--- config.mk ---
export PLATFORM = sky130hd
export DESIGN_NAME = i2s_rcvr_frame_ctrl
export DESIGN_NICKNAME = d
export VERILOG_FILES = /design/src/rtl/i2s_rcvr_frame_ctrl.sv
export SDC_FILE = /design/constraint.sdc
export NUM_CORES = 1
export LEC_CHECK = 0
export ABC_AREA = 1
export BUFFER_PORTS_ARGS = -buffer_cell sky130_fd_sc_hd__buf_2
export CAP_MARGIN = 20
export CORE_AREA = 2 2 69 104
export CTS_CLUSTER_SIZE = 25
export DETAILED_ROUTE_END_ITERATION = 6
export DIE_AREA = 0 0 71 106
export GPL_TIMING_DRIVEN = 0
export SETUP_SLACK_MARGIN = 0.15
export SYNTH_ARGS = -nofsm -noshare
export SYNTH_HDL_FRONTEND = slang
export SYNTH_SLANG_ARGS = --single-unit
--- constraint.sdc ---
create_clock -name clk -period 2.28 [get_ports clk]
set_clock_uncertainty 0.1 [all_clocks]
set_input_delay 0.114 -clock clk [delete_from_list [all_inputs] [get_ports clk]]
set_output_delay 0.114 -clock clk [all_outputs]
set_load 0.01 [all_outputs]
--- src/rtl/i2s_rcvr_frame_ctrl.sv ---
// ---------------------------------------------------------------------------
// i2s_rcvr_frame_ctrl
//
// Sequencing controller for an I2S receive datapath. It tracks the ws framing,
// drives clear/shift enables for an external receive shift register, gathers
// the left and right words into a stereo frame and presents that frame
// downstream through a valid/ready handshake.
//
// Ports
//   clk          bit clock (SCK), rising-edge logic
//   n_rst        asynchronous active-low reset
//   ws           word select; 0 = left slot, 1 = right slot
//   shift_data   parallel contents of the receive shift register (MSB first)
//   shift_clr    one-cycle clear of the shift register at each slot start
//   shift_en     shift enable, high for exactly WORD_W cycles per slot
//   left_data    left word of the presented frame
//   right_data   right word of the presented frame
//   frame_valid  left_data/right_data hold an unconsumed frame
//   frame_ready  downstream accepts the frame when high with frame_valid
//   overrun      sticky flag: a completed frame was dropped
//   ovr_clr      clears overrun (a same-cycle drop wins)
//   sync_err     one-cycle pulse: a slot ended with fewer than WORD_W bits
// ---------------------------------------------------------------------------
module i2s_rcvr_frame_ctrl #(
    parameter int unsigned WORD_W = 16,
    parameter int unsigned CNT_W  = 6
) (
    input  logic              clk,
    input  logic              n_rst,
    input  logic              ws,
    input  logic [WORD_W-1:0] shift_data,
    output logic              shift_clr,
    output logic              shift_en,
    output logic [WORD_W-1:0] left_data,
    output logic [WORD_W-1:0] right_data,
    output logic              frame_valid,
    input  logic              frame_ready,
    output logic              overrun,
    input  logic              ovr_clr,
    output logic              sync_err
);

    localparam logic [CNT_W-1:0] WordCnt = CNT_W'(WORD_W);

    typedef enum logic [1:0] {
        StSync,
        StLeft,
        StRight
    } state_e;

    state_e state_q, state_d;

    logic              ws_q;
    logic              ws_edge;
    logic [CNT_W-1:0]  count_q, count_d;
    logic              count_full;
    logic              slot_start;
    logic              slot_short;

    logic              shift_clr_q, shift_clr_d;
    logic              shift_en_q, shift_en_d;
    logic              sync_err_q, sync_err_d;
    logic              cap_q, cap_d;
    logic              cap_right_q, cap_right_d;

    logic [WORD_W-1:0] left_hold_q;
    logic [WORD_W-1:0] left_data_q;
    logic [WORD_W-1:0] right_data_q;
    logic              frame_valid_q;
    logic              overrun_q;

    logic              frame_done;
    logic              frame_load;
    logic              frame_drop;

    assign ws_edge    = ws ^ ws_q;
    // count tracks shift_en cycles issued so far, including the current one, so
    // an edge landing on the last data bit of a slot still sees a full slot.
    assign count_full = (count_q == WordCnt);

    // -----------------------------------------------------------------------
    // FSM: state register
    // -----------------------------------------------------------------------
    always_ff @(posedge clk or negedge n_rst) begin
        if (!n_rst) begin
            state_q <= StSync;
        end else begin
            state_q <= state_d;
        end
    end

    // -----------------------------------------------------------------------
    // FSM: next-state logic
    // -----------------------------------------------------------------------
    always_comb begin
        state_d    = state_q;
        slot_start = 1'b0;
        slot_short = 1'b0;
        unique case (state_q)
            StSync: begin
                // Only a falling edge marks the start of a left slot.
                if (ws_edge && !ws) begin
                    state_d    = StLeft;
                    slot_start = 1'b1;
                end
            end
            StLeft, StRight: begin
                if (ws_edge) begin
                    if (count_full) begin
                        state_d    = ws ? StRight : StLeft;
                        slot_start = 1'b1;
                    end else begin
                        slot_short = 1'b1;
                        // A falling edge is itself a valid left-slot start.
                        if (!ws) begin
                            state_d    = StLeft;
                            slot_start = 1'b1;
                        end else begin
                            state_d = StSync;
                        end
                    end
                end
            end
            default: state_d = StSync;
        endcase
    end

    // -----------------------------------------------------------------------
    // FSM: output / sequencing logic (all outputs are registered)
    // -----------------------------------------------------------------------
    always_comb begin
        shift_clr_d = slot_start;
        sync_err_d  = slot_short;
        shift_en_d  = 1'b0;
        count_d     = count_q;
        if (slot_start) begin
            shift_en_d = 1'b1;
            count_d    = CNT_W'(1);
        end else if (state_d == StSync) begin
            count_d = '0;
        end else if (shift_en_q && !count_full) begin
            shift_en_d = 1'b1;
            count_d    = count_q + CNT_W'(1);
        end
        // The last shift lands at the end of a full-count cycle, so the word is
        // complete on shift_data one cycle later (the capture cycle).
        cap_d       = shift_en_q && count_full;
        cap_right_d = (state_q == StRight);
    end

    always_ff @(posedge clk or negedge n_rst) begin
        if (!n_rst) begin
            ws_q        <= 1'b0;
            count_q     <= '0;
            shift_clr_q <= 1'b0;
            shift_en_q  <= 1'b0;
            sync_err_q  <= 1'b0;
            cap_q       <= 1'b0;
            cap_right_q <= 1'b0;
        end else begin
            ws_q        <= ws;
            count_q     <= count_d;
            shift_clr_q <= shift_clr_d;
            shift_en_q  <= shift_en_d;
            sync_err_q  <= sync_err_d;
            cap_q       <= cap_d;
            cap_right_q <= cap_right_d;
        end
    end

    // -----------------------------------------------------------------------
    // Frame assembly and downstream handshake
    // -----------------------------------------------------------------------
    always_comb begin
        frame_done = cap_q && cap_right_q;
        frame_load = frame_done && (!frame_valid_q || frame_ready);
        frame_drop = frame_done && frame_valid_q && !frame_ready;
    end

    always_ff @(posedge clk or negedge n_rst) begin
        if (!n_rst) begin
            left_hold_q   <= '0;
            left_data_q   <= '0;
            right_data_q  <= '0;
            frame_valid_q <= 1'b0;
            overrun_q     <= 1'b0;
        end else begin
            if (cap_q && !cap_right_q) begin
                left_hold_q <= shift_data;
            end
            // The right word goes straight from the shift register to the
            // output so the frame appears the cycle after the right capture.
            if (frame_load) begin
                left_data_q   <= left_hold_q;
                right_data_q  <= shift_data;
                frame_valid_q <= 1'b1;
            end else if (frame_valid_q && frame_ready) begin
                frame_valid_q <= 1'b0;
            end
            if (frame_drop) begin
                overrun_q <= 1'b1;
            end else if (ovr_clr) begin
                overrun_q <= 1'b0;
            end
        end
    end

    assign shift_clr   = shift_clr_q;
    assign shift_en    = shift_en_q;
    assign sync_err    = sync_err_q;
    assign left_data   = left_data_q;
    assign right_data  = right_data_q;
    assign frame_valid = frame_valid_q;
    assign overrun     = overrun_q;

endmodule

==> metrics.md, run 1 <==
| Metric | Value |
|---|---|
| Hold WS | approximately 0.3 ns |
| Maximum vdd drop | 0.0006568 V |
| Setup TNS | 0 ns |
| Mapped Cells | 249 |
| Global-route wire length before repair | approximately 9.5 mm |
| Net Count, Synth | 276 |
| Setup bufs post-CTS | 0 |
| Antenna diodes | 0 |
| GPL Wtd Cong | between 0.7 and 0.8 |
| Fmax | about 590 MHz |
| Worst-margin pin slew | between 0.7 and 0.8 ns |
| Synth cell types | 21 |
| Worst r2r dst | count_q[2]$_DFFE_PN0P_ |
| Hold Violations, Final | 0 |
| Global route overflow | 0 |
| Period utilization | 0.7462 |
| Die H | between 100 and 150 µm |
| Drt via density | between 4 and 5 |
| Multi-input gate area | 842.1 µm² |
| Core area | approximately 6700 µm² |
| CTS tree | done |
| Slew Viols, Final | 0 |
| RR Startpoint | count_q[0]$_DFFE_PN0P_ |
| Min Tclk post-route | between 1.5 and 2 ns |
| CTS Buffer Depth | 2 |
| RSZ-0062 raised after global routing | false |
| Num CTS Buffers | 9 |
| Leak Pwr | between 1.5 and 2 nW |
| Max_cap viols | 0 |
| DIE WIDTH | 71 µm |
| Buffers on Ports | 57 |
| Drt drc | 0 |
| # hold bufs at CTS | 20 |
| CP startpoint kind | primary input |
| Gr usage total | 0.1616 |
| Number of gates resized after CTS | 0 |
| CTS HTree Levels | 3 |
| Wire length per cell | 12.81 µm |
| Slowest Stage Delay on Critical Path | approximately 0.52 ns |
| Total Power | 2.552 mW |
| Hpwl dp | 3.747 mm |
| CP bufs+invs | 3 |
| Critical path required time | 2.45 ns |
| Area Overhead vs Synth | 29.63% |
| Reg2reg setup slack | 0.59 ns |
| Slew margin rel. | 0.4672 |
| Final setup vio count | 0 |
| DIE AREA | roughly 7500 µm² |
| Clock Root Buffer | clkbuf_8 |
| Critical path peak fanout | 6 |
| DRT iter0 DRCs | 111 |
| Register area share after synthesis | 0.6136 |
| WP data arrival | about 1.9 ns |
| Register area | ~1600 µm² |
| Status | finished clean |
| Routed Antenna Nets | 0 |
| Syn Std Cell Area | 2610 µm² |
| Nets@finish | around 360 |
| I/O pins | 58 |
| Setup slack at placement | between 0.5 and 0.6 ns |
| Seq cells post-synth | 64 |
| Hold Path Class | in2async |
| Row cnt | 37 |
| Clock slew at the register clock pins of the worst setup and hold paths | ~0.070 ns |
| Syn_area_per_cell | around 10 µm² |
| Post-route setup slack | 0.5788 ns |
| Share of cells above drive strength 1 | 0.3129 |
| Fillers | a little over 600 |
| Worst path top cell family by delay | buffers and inverters |
| R2r worst-path depth | 9 |
| Clock Sinks | 64 |
| Initial antenna violation count | 0 |
| Initial DRT Pass Iterations | 4 |
| Slowest stage cell, crit path | dlygate4sd3_1 |
| Cell area power density | 754.5 nW/µm² |
| Most common cell after layout, fill and taps aside | dfrtp_1 |
| Crit-path cells | dlygate4sd3_1 > buf_2 > inv_1 > ha_1 > nand2_1 > o21ai_0 > o21ai_0 > nand2_1 > nand2_4 > nand2_4 > nor2_2 |
| Via Count | 1944 |
| Final wirelength | roughly 5.4 mm |
| Initial Utilization | 0.3888 |
| Largest net degree at the start of global routing | between 60 and 70 |
| Warnings, synthesis | 0 |
| Crit end category | register |
| Vias in the first global route | ~2100 |
| Clk_lat worst skew | 0.33 ns |
| Most frequent cells in the layout | 64 x dfrtp_1, 60 x buf_2, 55 x nand2_1, 37 x o21ai_0, 33 x inv_1 |
| Kind of critical path | in2reg |
## registers in the layout (all words and copies together), names as in the netlist
register,cells
left_data,16
left_hold_q,16
right_data,16
count_q,6
state_q,2
cap_q,1
cap_right_q,1
frame_valid,1
overrun,1
shift_clr,1
shift_en,1
sync_err,1
ws_q,1
## cells in the mapped netlist
cell	n	area (µm²)
buf_1	1	3.750
buf_2	4	20.02
clkbuf_1	3	11.26
dfrtp_1	64	1602
ha_1	6	75.07
inv_1	33	123.9
inv_2	2	7.510
mux2_2	16	180.2
nand2_1	55	206.5
nand2_2	3	18.77
nand2_4	2	22.52
nand3_1	2	10.01
nand3_2	1	10.01
nand4_1	2	12.51
nor2_1	3	11.26
nor2_2	5	31.28
nor2_4	2	22.52
nor3_1	3	15.01
o21ai_0	37	185.2
o22ai_1	1	6.260
xor2_1	4	35.03
## layout make-up
cell class | instances | share of cell area
inverter | 35 | 0.03883
clock inverter | 6 | 0.01775
timing repair buffer | 77 | 0.1442
multi-input combinational | 142 | 0.2489
clock buffer | 10 | 0.03772
sequential | 64 | 0.4734
tap | 78 | 0.02885
buffer | 8 | 0.01036
## metrics by stage
stage,utilization,instances,cell area (µm²)
after global placement,0.4459,384,2993
after detailed placement,0.4462,384,2995
after global routing,0.5040,420,3383
after CTS,0.5040,420,3383
final,0.5040,420,3383
after floorplan,-,249,2610
## worst max path at each step
stage / from / to / slack (ns) / depth (start not counted)
2_1_floorplan: count_q[0]$_DFFE_PN0P_ / count_q[1]$_DFFE_PN0P_ / 0.80 / 12
3_3_place_gp: count_q[0]$_DFFE_PN0P_ / count_q[2]$_DFFE_PN0P_ / 0.61 / 9
3_5_place_dp: count_q[0]$_DFFE_PN0P_ / count_q[4]$_DFFE_PN0P_ / 0.58 / 9
4_1_cts: count_q[0]$_DFFE_PN0P_ / count_q[2]$_DFFE_PN0P_ / 0.57 / 9
5_1_grt: ws / count_q[4]$_DFFE_PN0P_ / 0.41 / 11
6_report: ws / count_q[3]$_DFFE_PN0P_ / 0.58 / 11
## where the power goes
part           switching (mW)  leakage [nW]  internal [mW]
Combinational           0.265         0.977          0.154
Sequential             0.0256         0.800           1.18
Clock                   0.425        0.0920          0.499
Total                   0.716          1.87           1.84
## metal layers
metal / routed length (µm) / vias to the layer above / track usage
met5: 0 / - / 0
met2: 2846 / 38 / 0.2817
met3: 188 / 7 / 0.03412
met1: 2237 / 938 / 0.1841
li1: - / 961 / -
met4: 108 / 0 / 0.08086
## kinds of logic (layout without fill, tap and decap cells)
| family | Yosys count | after routing | synth area share |
|---|---|---|---|
| XOR/XNOR | 4 | 4 | 0.01342 |
| buffers and inverters | 43 | 136 | 0.06376 |
| multiplexers | 16 | 16 | 0.06903 |
| AO/OA/AOI/OAI | 38 | 38 | 0.07335 |
| AND/OR/NAND/NOR | 78 | 78 | 0.1381 |
| adder cells (fa/ha/maj) | 6 | 6 | 0.02876 |
| flip-flops | 64 | 64 | 0.6136 |
Power figures use the tool's default switching activity.
==> inputs of run 2 (changes only) <==
==> constraint.sdc (replaced) <==
create_clock -name clk -period 1.7 [get_ports clk]
set_clock_uncertainty 0.1 [all_clocks]
set_input_delay 0.085 -clock clk [delete_from_list [all_inputs] [get_ports clk]]
set_output_delay 0.085 -clock clk [all_outputs]
set_load 0.01 [all_outputs]
==> metrics.md, run 2 (synthesis results as in run 1) <==
| Metric | Value |
|---|---|
| Status | finished clean |
| Most frequent cells in the layout | 64 x dfrtp_1, 57 x buf_2, 54 x nand2_1, 37 x o21ai_0, 31 x inv_1 |
| Total Power | 3.704 mW (+45%) |
| CTS Buffer Depth | 2 (unchanged) |
| Antenna diodes | 0 (unchanged) |
| Worst path top cell family by delay | simple AND/OR/NAND/NOR gates |
| Maximum vdd drop | 0.0009309 V (+42%) |
| Post-route setup slack | 0.07023 ns (-0.5085 ns) |
| Drt drc | 0 (unchanged) |
| Core area | 6713 µm² (unchanged) |
| Switching Fraction | 0.2927 (+0.01240) |
| Leak Pwr | 1.954 nW (+4.5%) |
| Critical path peak fanout | 5 (-1) |
| Die H | 106 µm (unchanged) |
| Worst-margin pin slew | 0.7979 ns (-0.001298 ns) |
| Slew Viols, Final | 0 (unchanged) |
| Clock Sinks | 64 (unchanged) |
| Period utilization | 0.9587 |
| Register area | 1602 µm² (unchanged) |
| Min Tclk post-route | between 1.5 and 2 ns |
| Kind of critical path | reg2reg |
| Cell Int Power | 2.620 mW (+43%) |
| Routed Antenna Nets | 0 (unchanged) |
| WP data arrival | 1.75 ns (-0.12 ns) |
| Cell area power density | 1036 nW/µm² (+37%) |
| Clk pwr share | 0.337 (-0.025) |
| Largest net degree at the start of global routing | 65 (unchanged) |
| DIE WIDTH | 71 µm (unchanged) |
| Num CTS Buffers | 9 (unchanged) |
| Global-route wire length before repair | 9.901 mm (+4.4%) |
| Switching power | 1.084 mW (+52%) |
| Initial antenna violation count | 0 (unchanged) |
| Setup slack at placement | 0.001474 ns (-0.5800 ns) |
| Crit end category | register |
| DIE AREA | 7526 µm² (unchanged) |
| Slowest stage cell, crit path | dfrtp_1 |
| Critical path required time | 1.82 ns (-0.63 ns) |
| Fillers | 589 (-5.0%) |
| Slew margin rel. | 0.4681 (+0.0008660) |
| Buffers on Ports | 57 (unchanged) |
| Row cnt | 37 (unchanged) |
| Fmax | roughly 600 MHz |
| Crit-path cells | inv_2 > ha_4 > nand3_4 > nor2_4 > buf_6 > nor2_4 > nand4_1 > xor2_1 > nor2_4 |
| Clk_lat worst skew | 0.33 ns (about the same) |
| CTS tree | done |
| DRT iter0 DRCs | 110 (-0.90%) |
| Slowest Stage Delay on Critical Path | 0.37 ns (-0.15 ns) |
| Area Overhead vs Synth | 36.96% |
| Share of cells above drive strength 1 | 0.3585 (+0.04568) |
| Final setup vio count | 0 (unchanged) |
| Initial Utilization | 0.3888 (unchanged) |
| Via Count | 2037 (+4.8%) |
| Hold Path Class | in2reg |
| Combinational cell fraction of total power | 0.224 (+0.060) |
| GPL Wtd Cong | 0.7694 (unchanged) |
| Hold Violations, Final | 0 (unchanged) |
| Initial DRT Pass Iterations | 4 (unchanged) |
| CTS HTree Levels | 3 (unchanged) |
| Worst path most repeated cell | nor2_4 |
| Wire length per cell | 13.31 µm (+3.9%) |
| Gr usage total | 0.1685 (+0.006947) |
| Multi-input gate area | 914.6 µm² (+8.6%) |
| Vias in the first global route | 2156 (+3.6%) |
| Global route overflow | 0 (unchanged) |
| Max_cap viols | 0 (unchanged) |
| Drt via density | 4.683 (+1.2%) |
| Nets@finish | 379 (+4.1%) |
| RSZ-0062 raised after global routing | true |
| Final wirelength | 5.790 mm (+7.6%) |
| Clock slew at the register clock pins of the worst setup and hold paths | 0.07 ns (about the same) |
| CP bufs+invs | 2 (-1) |
| I/O pins | 58 (unchanged) |
| CP startpoint kind | register |
| Hpwl dp | 3.747 mm (unchanged) |
| Clock Root Buffer | clkbuf_8 |
| Seq pwr share | 0.439 (-0.035) |
| Most common cell after layout, fill and taps aside | dfrtp_1 |
run 2: cell count changes in the layout (fill, tap and decap cells not counted), moves of 2 or more:
cell / previous run / this run
inv_2: 2 / 4
inv_1: 33 / 31
ha_4: 0 / 3
ha_1: 6 / 3
buf_2: 60 / 57
clkbuf_4: 0 / 3
buf_4: 1 / 13
run 2: what timing repair did:
action,in CTS,in global routing
pin swaps,5,4
cloned,1,0
hold buffers,21,0
endpoints found under the hold margin,99,0
setup endpoints to repair,8,36
setup buffers,8,5
resized for setup,8,7
run 2: power groups by stage:
stage	Sequential (mW)	Combinational [mW]	Clock [mW]
finish	1.63	0.831	1.25
global route	1.63	0.931	1.33
CTS	1.62	0.702	1.27
detailed placement	1.65	0.528	0
global placement	1.65	0.516	0
floorplan	1.66	0.358	0
run 2: worst register-to-register path, stage by stage (launching register included):
cell and delay (ns):
dfrtp_1 0.37, inv_2 0.07, ha_4 0.16, nand3_4 0.07, nor2_4 0.05, buf_6 0.12, nor2_4 0.16, nand4_1 0.12
xor2_1 0.24, nor2_4 0.06
run 2: area by class of cell:
cell class	instances	share of cell area
sequential	64	0.4480
multi-input combinational	143	0.2559
timing repair buffer	91	0.1677
inverter	35	0.03675
clock buffer	10	0.03570
tap	78	0.02730
clock inverter	6	0.01680
buffer	8	0.01190
run 2: routing by layer:
metal	global-route usage	vias to the layer above	share of wire
met5	0	-	0
met1	0.1959	978	0.40
met4	0.08760	0	0.032
li1	-	994	-
met2	0.2891	49	0.53
met3	0.03412	16	0.037
run 2: path summary, 6_finish.rpt:
path                            cells after the start                  startpoint                          end  slack (ns)
worst max-delay path                                9      count_q[1]$_DFFE_PN0P_       count_q[5]$_DFFE_PN0P_        0.07
worst min register to register                      2  left_hold_q[7]$_DFFE_PN0P_   left_hold_q[7]$_DFFE_PN0P_        0.39
worst max register to register                      9      count_q[1]$_DFFE_PN0P_       count_q[5]$_DFFE_PN0P_        0.07
worst min-delay path                                4                          ws           sync_err$_DFF_PN0_        0.14
max in group asynchronous                           2                       n_rst  left_hold_q[12]$_DFFE_PN0P_        0.70
min in group asynchronous                           2                       n_rst       count_q[2]$_DFFE_PN0P_        0.27
run 2: stage by stage:
step	setup TNS (ns)	std cells	utilization	instance area (µm²)	hold WS, ns
after floorplan	0	249	-	2610	-0.3106
after global placement	0	384	0.4459	2993	0.1114
after detailed placement	0	384	0.4462	2995	0.1174
after CTS	0	430	0.5212	3498	0.1351
after global routing	-0.03159	435	0.5325	3575	0.1782
final	0	435	0.5325	3575	0.1436
==> inputs of run 3 (changes only) <==
--- a/config.mk
+++ b/config.mk
@@ -5,13 +5,12 @@
 export SDC_FILE = /design/constraint.sdc
 export NUM_CORES = 1
 export LEC_CHECK = 0
-export ABC_AREA = 1
 export BUFFER_PORTS_ARGS = -buffer_cell sky130_fd_sc_hd__buf_2
 export CAP_MARGIN = 20
-export CORE_AREA = 2 2 69 104
+export CORE_AREA = 2 2 70 105
 export CTS_CLUSTER_SIZE = 25
 export DETAILED_ROUTE_END_ITERATION = 6
-export DIE_AREA = 0 0 71 106
+export DIE_AREA = 0 0 72 107
 export GPL_TIMING_DRIVEN = 0
 export SETUP_SLACK_MARGIN = 0.15
 export SYNTH_ARGS = -nofsm -noshare
==> metrics.md, run 3 <==
| Metric | Value |
|---|---|
| Status | complete, but fails checks |
| Violated checks | setup timing |
| Seq cells post-synth | 64 (unchanged) |
| Core Util, Final | 0.5387 (+0.006176) |
| Core area | 6805 µm² (+1.4%) |
| Cell area power density | 1060 nW/µm² (+2.3%) |
| Clock Root Buffer | clkbuf_8 |
| Drt via density | 4.671 (-0.25%) |
| Post-synth top area cell | dfrtp_1 |
| I/O pins | 58 (unchanged) |
| Antenna diodes | 0 (unchanged) |
| Maximum vdd drop | 0.0006201 V (-33%) |
| Global route overflow | 0 (unchanged) |
| Warnings, synthesis | 0 (unchanged) |
| Leak Pwr | 1.819 nW (-6.9%) |
| DIE WIDTH | 72 µm (+1.4%) |
| RSZ-0062 raised after global routing | true |
| CP startpoint kind | register |
| Final setup vio count | 2 (+2) |
| Die H | 107 µm (+0.94%) |
| Most frequent cells in the layout | 64 x dfrtp_1, 57 x buf_2, 46 x mux2_2, 21 x dlygate4sd3_1, 13 x clkbuf_8 |
| Most common cell after layout, fill and taps aside | dfrtp_1 |
| EDFF count, synth | 0 (unchanged) |
| Clock slew at the register clock pins of the worst setup and hold paths | 0.06 ns (about the same) |
| GPL Wtd Cong | 0.7485 (-2.7%) |
| Main flop type after synthesis | dfrtp_1 |
| Clk_lat worst skew | 0.34 ns (about the same) |
| Crit path launch | ws_q$_DFF_PN0_ |
| Worst r2r dst | count_q[0]$_DFFE_PN0P_ |
| Kind of critical path | reg2reg |
| Period utilization | 1.003 (+0.04424) |
| CTS tree | done |
| RR Startpoint | ws_q$_DFF_PN0_ |
| Initial DRT Pass Iterations | 4 (unchanged) |
| Area Overhead vs Synth | 38.27% |
| DIE AREA | 7704 µm² (+2.4%) |
| Global-route wire length before repair | 8.480 mm (-14%) |
| Mapped Cells | 178 (-29%) |
| Syn_area_per_cell | 14.89 µm² (+42%) |
| CP endpoint | count_q[0]$_DFFE_PN0P_ |
| Top cells by area, synth | dfrtp_1 60%, mux2_2 20%, ha_1 2.8% |
| Crit end category | register |
| Initial Utilization | 0.3896 (+0.0007773) |
| Worst-margin pin slew | 0.7918 ns (-0.006084 ns) |
| Slew margin rel. | 0.4721 (+0.004056) |
| Hold Violations, Final | 0 (unchanged) |
| R2r worst-path depth | 6 (-3) |
| Gr usage total | 0.1473 (-0.02122) |
| Nets@finish | 306 (-19%) |
| Buffers on Ports | 57 (unchanged) |
| Wire length per cell | 14.12 µm (+6.1%) |
| Routed Antenna Nets | 0 (unchanged) |
| Synth cell types | 31 (+48%) |
| Min Tclk post-route | 1.705 ns (+0.07520 ns) |
| Synth async-reset ratio | 1.000 (unchanged) |
| WP data arrival | 1.82 ns (+0.07 ns) |
| Hpwl dp | 3.372 mm (-10%) |
| Row cnt | 37 (unchanged) |
| Final cell count without fillers | 362 (-17%) |
| Share of cells above drive strength 1 | 0.5563 (+0.1978) |
| Register area share after synthesis | 0.6041 (-0.009556) |
| Initial antenna violation count | 0 (unchanged) |
| Total Power | 3.886 mW (+4.9%) |
| Final wirelength | 5.112 mm (-12%) |
| Net Count, Synth | 205 (-26%) |
| Hold Path Class | in2reg |
| Top-count cell post-synth | dfrtp_1 |
| Post-route setup slack | -0.004973 ns (-0.07520 ns) |
| Critical path peak fanout | 7 (+2) |
| Num CTS Buffers | 9 (unchanged) |
| Clock Sinks | 64 (unchanged) |
| Reg2reg setup slack | -0.005 ns (-0.08 ns) |
| Syn Std Cell Area | 2651 µm² (+1.6%) |
| Synth top area share | 0.6041 (-0.009556) |
| Largest net degree at the start of global routing | 65 (unchanged) |
| Vias in the first global route | 1743 (-19%) |
| CTS Buffer Depth | 2 (unchanged) |
| Drt drc | 0 (unchanged) |
| Slew Viols, Final | 0 (unchanged) |
| Via Count | 1691 (-17%) |
| Most frequent cells after synthesis | 64 x dfrtp_1, 46 x mux2_2, 6 x ha_1, 6 x inv_1, 6 x nor2_1 |
| DP Cell Count | 313 (-18%) |
| Critical path required time | 1.81 ns (about the same) |
| CTS HTree Levels | 3 (unchanged) |
| Fmax | 586.5 MHz (-4.4%) |
| DRT iter0 DRCs | 80 (-27%) |
| Max_cap viols | 0 (unchanged) |
run 3: cell count changes after synthesis, sizes merged, moves of 3 or more:
| cell | before | now |
|---|---|---|
| nand2b | 0 | 3 |
| nand2 | 60 | 5 |
| nor2b | 0 | 3 |
| o21ai | 37 | 2 |
| inv | 35 | 7 |
| nand3 | 3 | 0 |
| nor2 | 10 | 6 |
| clkbuf | 3 | 0 |
| mux2 | 16 | 48 |
run 3: worst min path at each step:
stage / startpoint / to / slack, ns / depth (start not counted)
final: ws / shift_clr$_DFF_PN0_ / 0.14 / 4
after global routing: ws / state_q[0]$_DFF_PN0_ / 0.14 / 3
after CTS: ws / state_q[0]$_DFF_PN0_ / 0.13 / 3
after detailed placement: n_rst / left_data[13]$_DFFE_PN0P_ / 0.13 / 1
after global placement: ws / ws_q$_DFF_PN0_ / 0.17 / 1
after floorplan: n_rst / cap_q$_DFF_PN0_ / -0.31 / 0
run 3: power by group:
group	internal, mW	total, mW	switching [mW]
clock	0.836	1.38	0.546
combinational	0.439	0.844	0.405
sequential	1.60	1.66	0.0559
run 3: worst max-delay path: stages, from the launching register on:
cell	delay [ns]
dfrtp_1	0.39
ha_4	0.31
nand2b_4	0.17
o221ai_4	0.12
o31ai_4	0.26
buf_6	0.16
o22ai_1	0.08
run 3: stage by stage:
step                  TNS, ns  setup WS (ns)  hold slack (ns)  area (µm²)
CTS                 -0.006614      -0.005613           0.1336        3587
global route          -0.4269       -0.08840           0.1358        3666
floorplan                   0         0.1127          -0.3106        2680
global placement     -0.09750       -0.04468           0.1750        3063
finish              -0.006276      -0.004973           0.1408        3666
detailed placement    -0.1879       -0.07151           0.1320        3065
run 3: cell type report:
type / count / area (µm²)
repair buffers: 90 / 591.8
plain buffers: 7 / 90.09
clock buffers: 14 / 182.7
multi-input cells: 100 / 1041
clock inverters: 2 / 35.03
flip-flops and latches: 64 / 1602
well taps: 78 / 97.59
fillers: 573 / 3139
inverters: 7 / 26.28
run 3: cells by family (layout without fill, tap and decap cells):
logic type                 Yosys count  in the layout  share of synthesized area
DFF                                 64             64                     0.6041
muxes                               49             49                     0.2076
and+or+nand+nor                     28             28                    0.07457
buffers and inverters               14            120                    0.03020
AOI/OAI and AO/OA                   12             12                    0.03870
adders and majority gates            6              6                    0.02831
xor gates and xnor gates             5              5                    0.01652
run 3: per-layer routing:
metal,up-vias,track usage,part of all wire
li1,823,-,-
met1,812,0.1752,0.42
met2,46,0.2341,0.50
met3,10,0.05357,0.047
met4,0,0.07008,0.025
met5,-,0,0
run 3: what timing repair did:
action | 4_1_cts | 5_1_grt
hold buffers | 21 | 0
resized for setup | 7 | 15
hold endpoints to repair | 99 | 0
setup endpoints to repair | 48 | 48
gates cloned | 0 | 0
buffers inserted | 9 | 3
pin swaps | 5 | 5
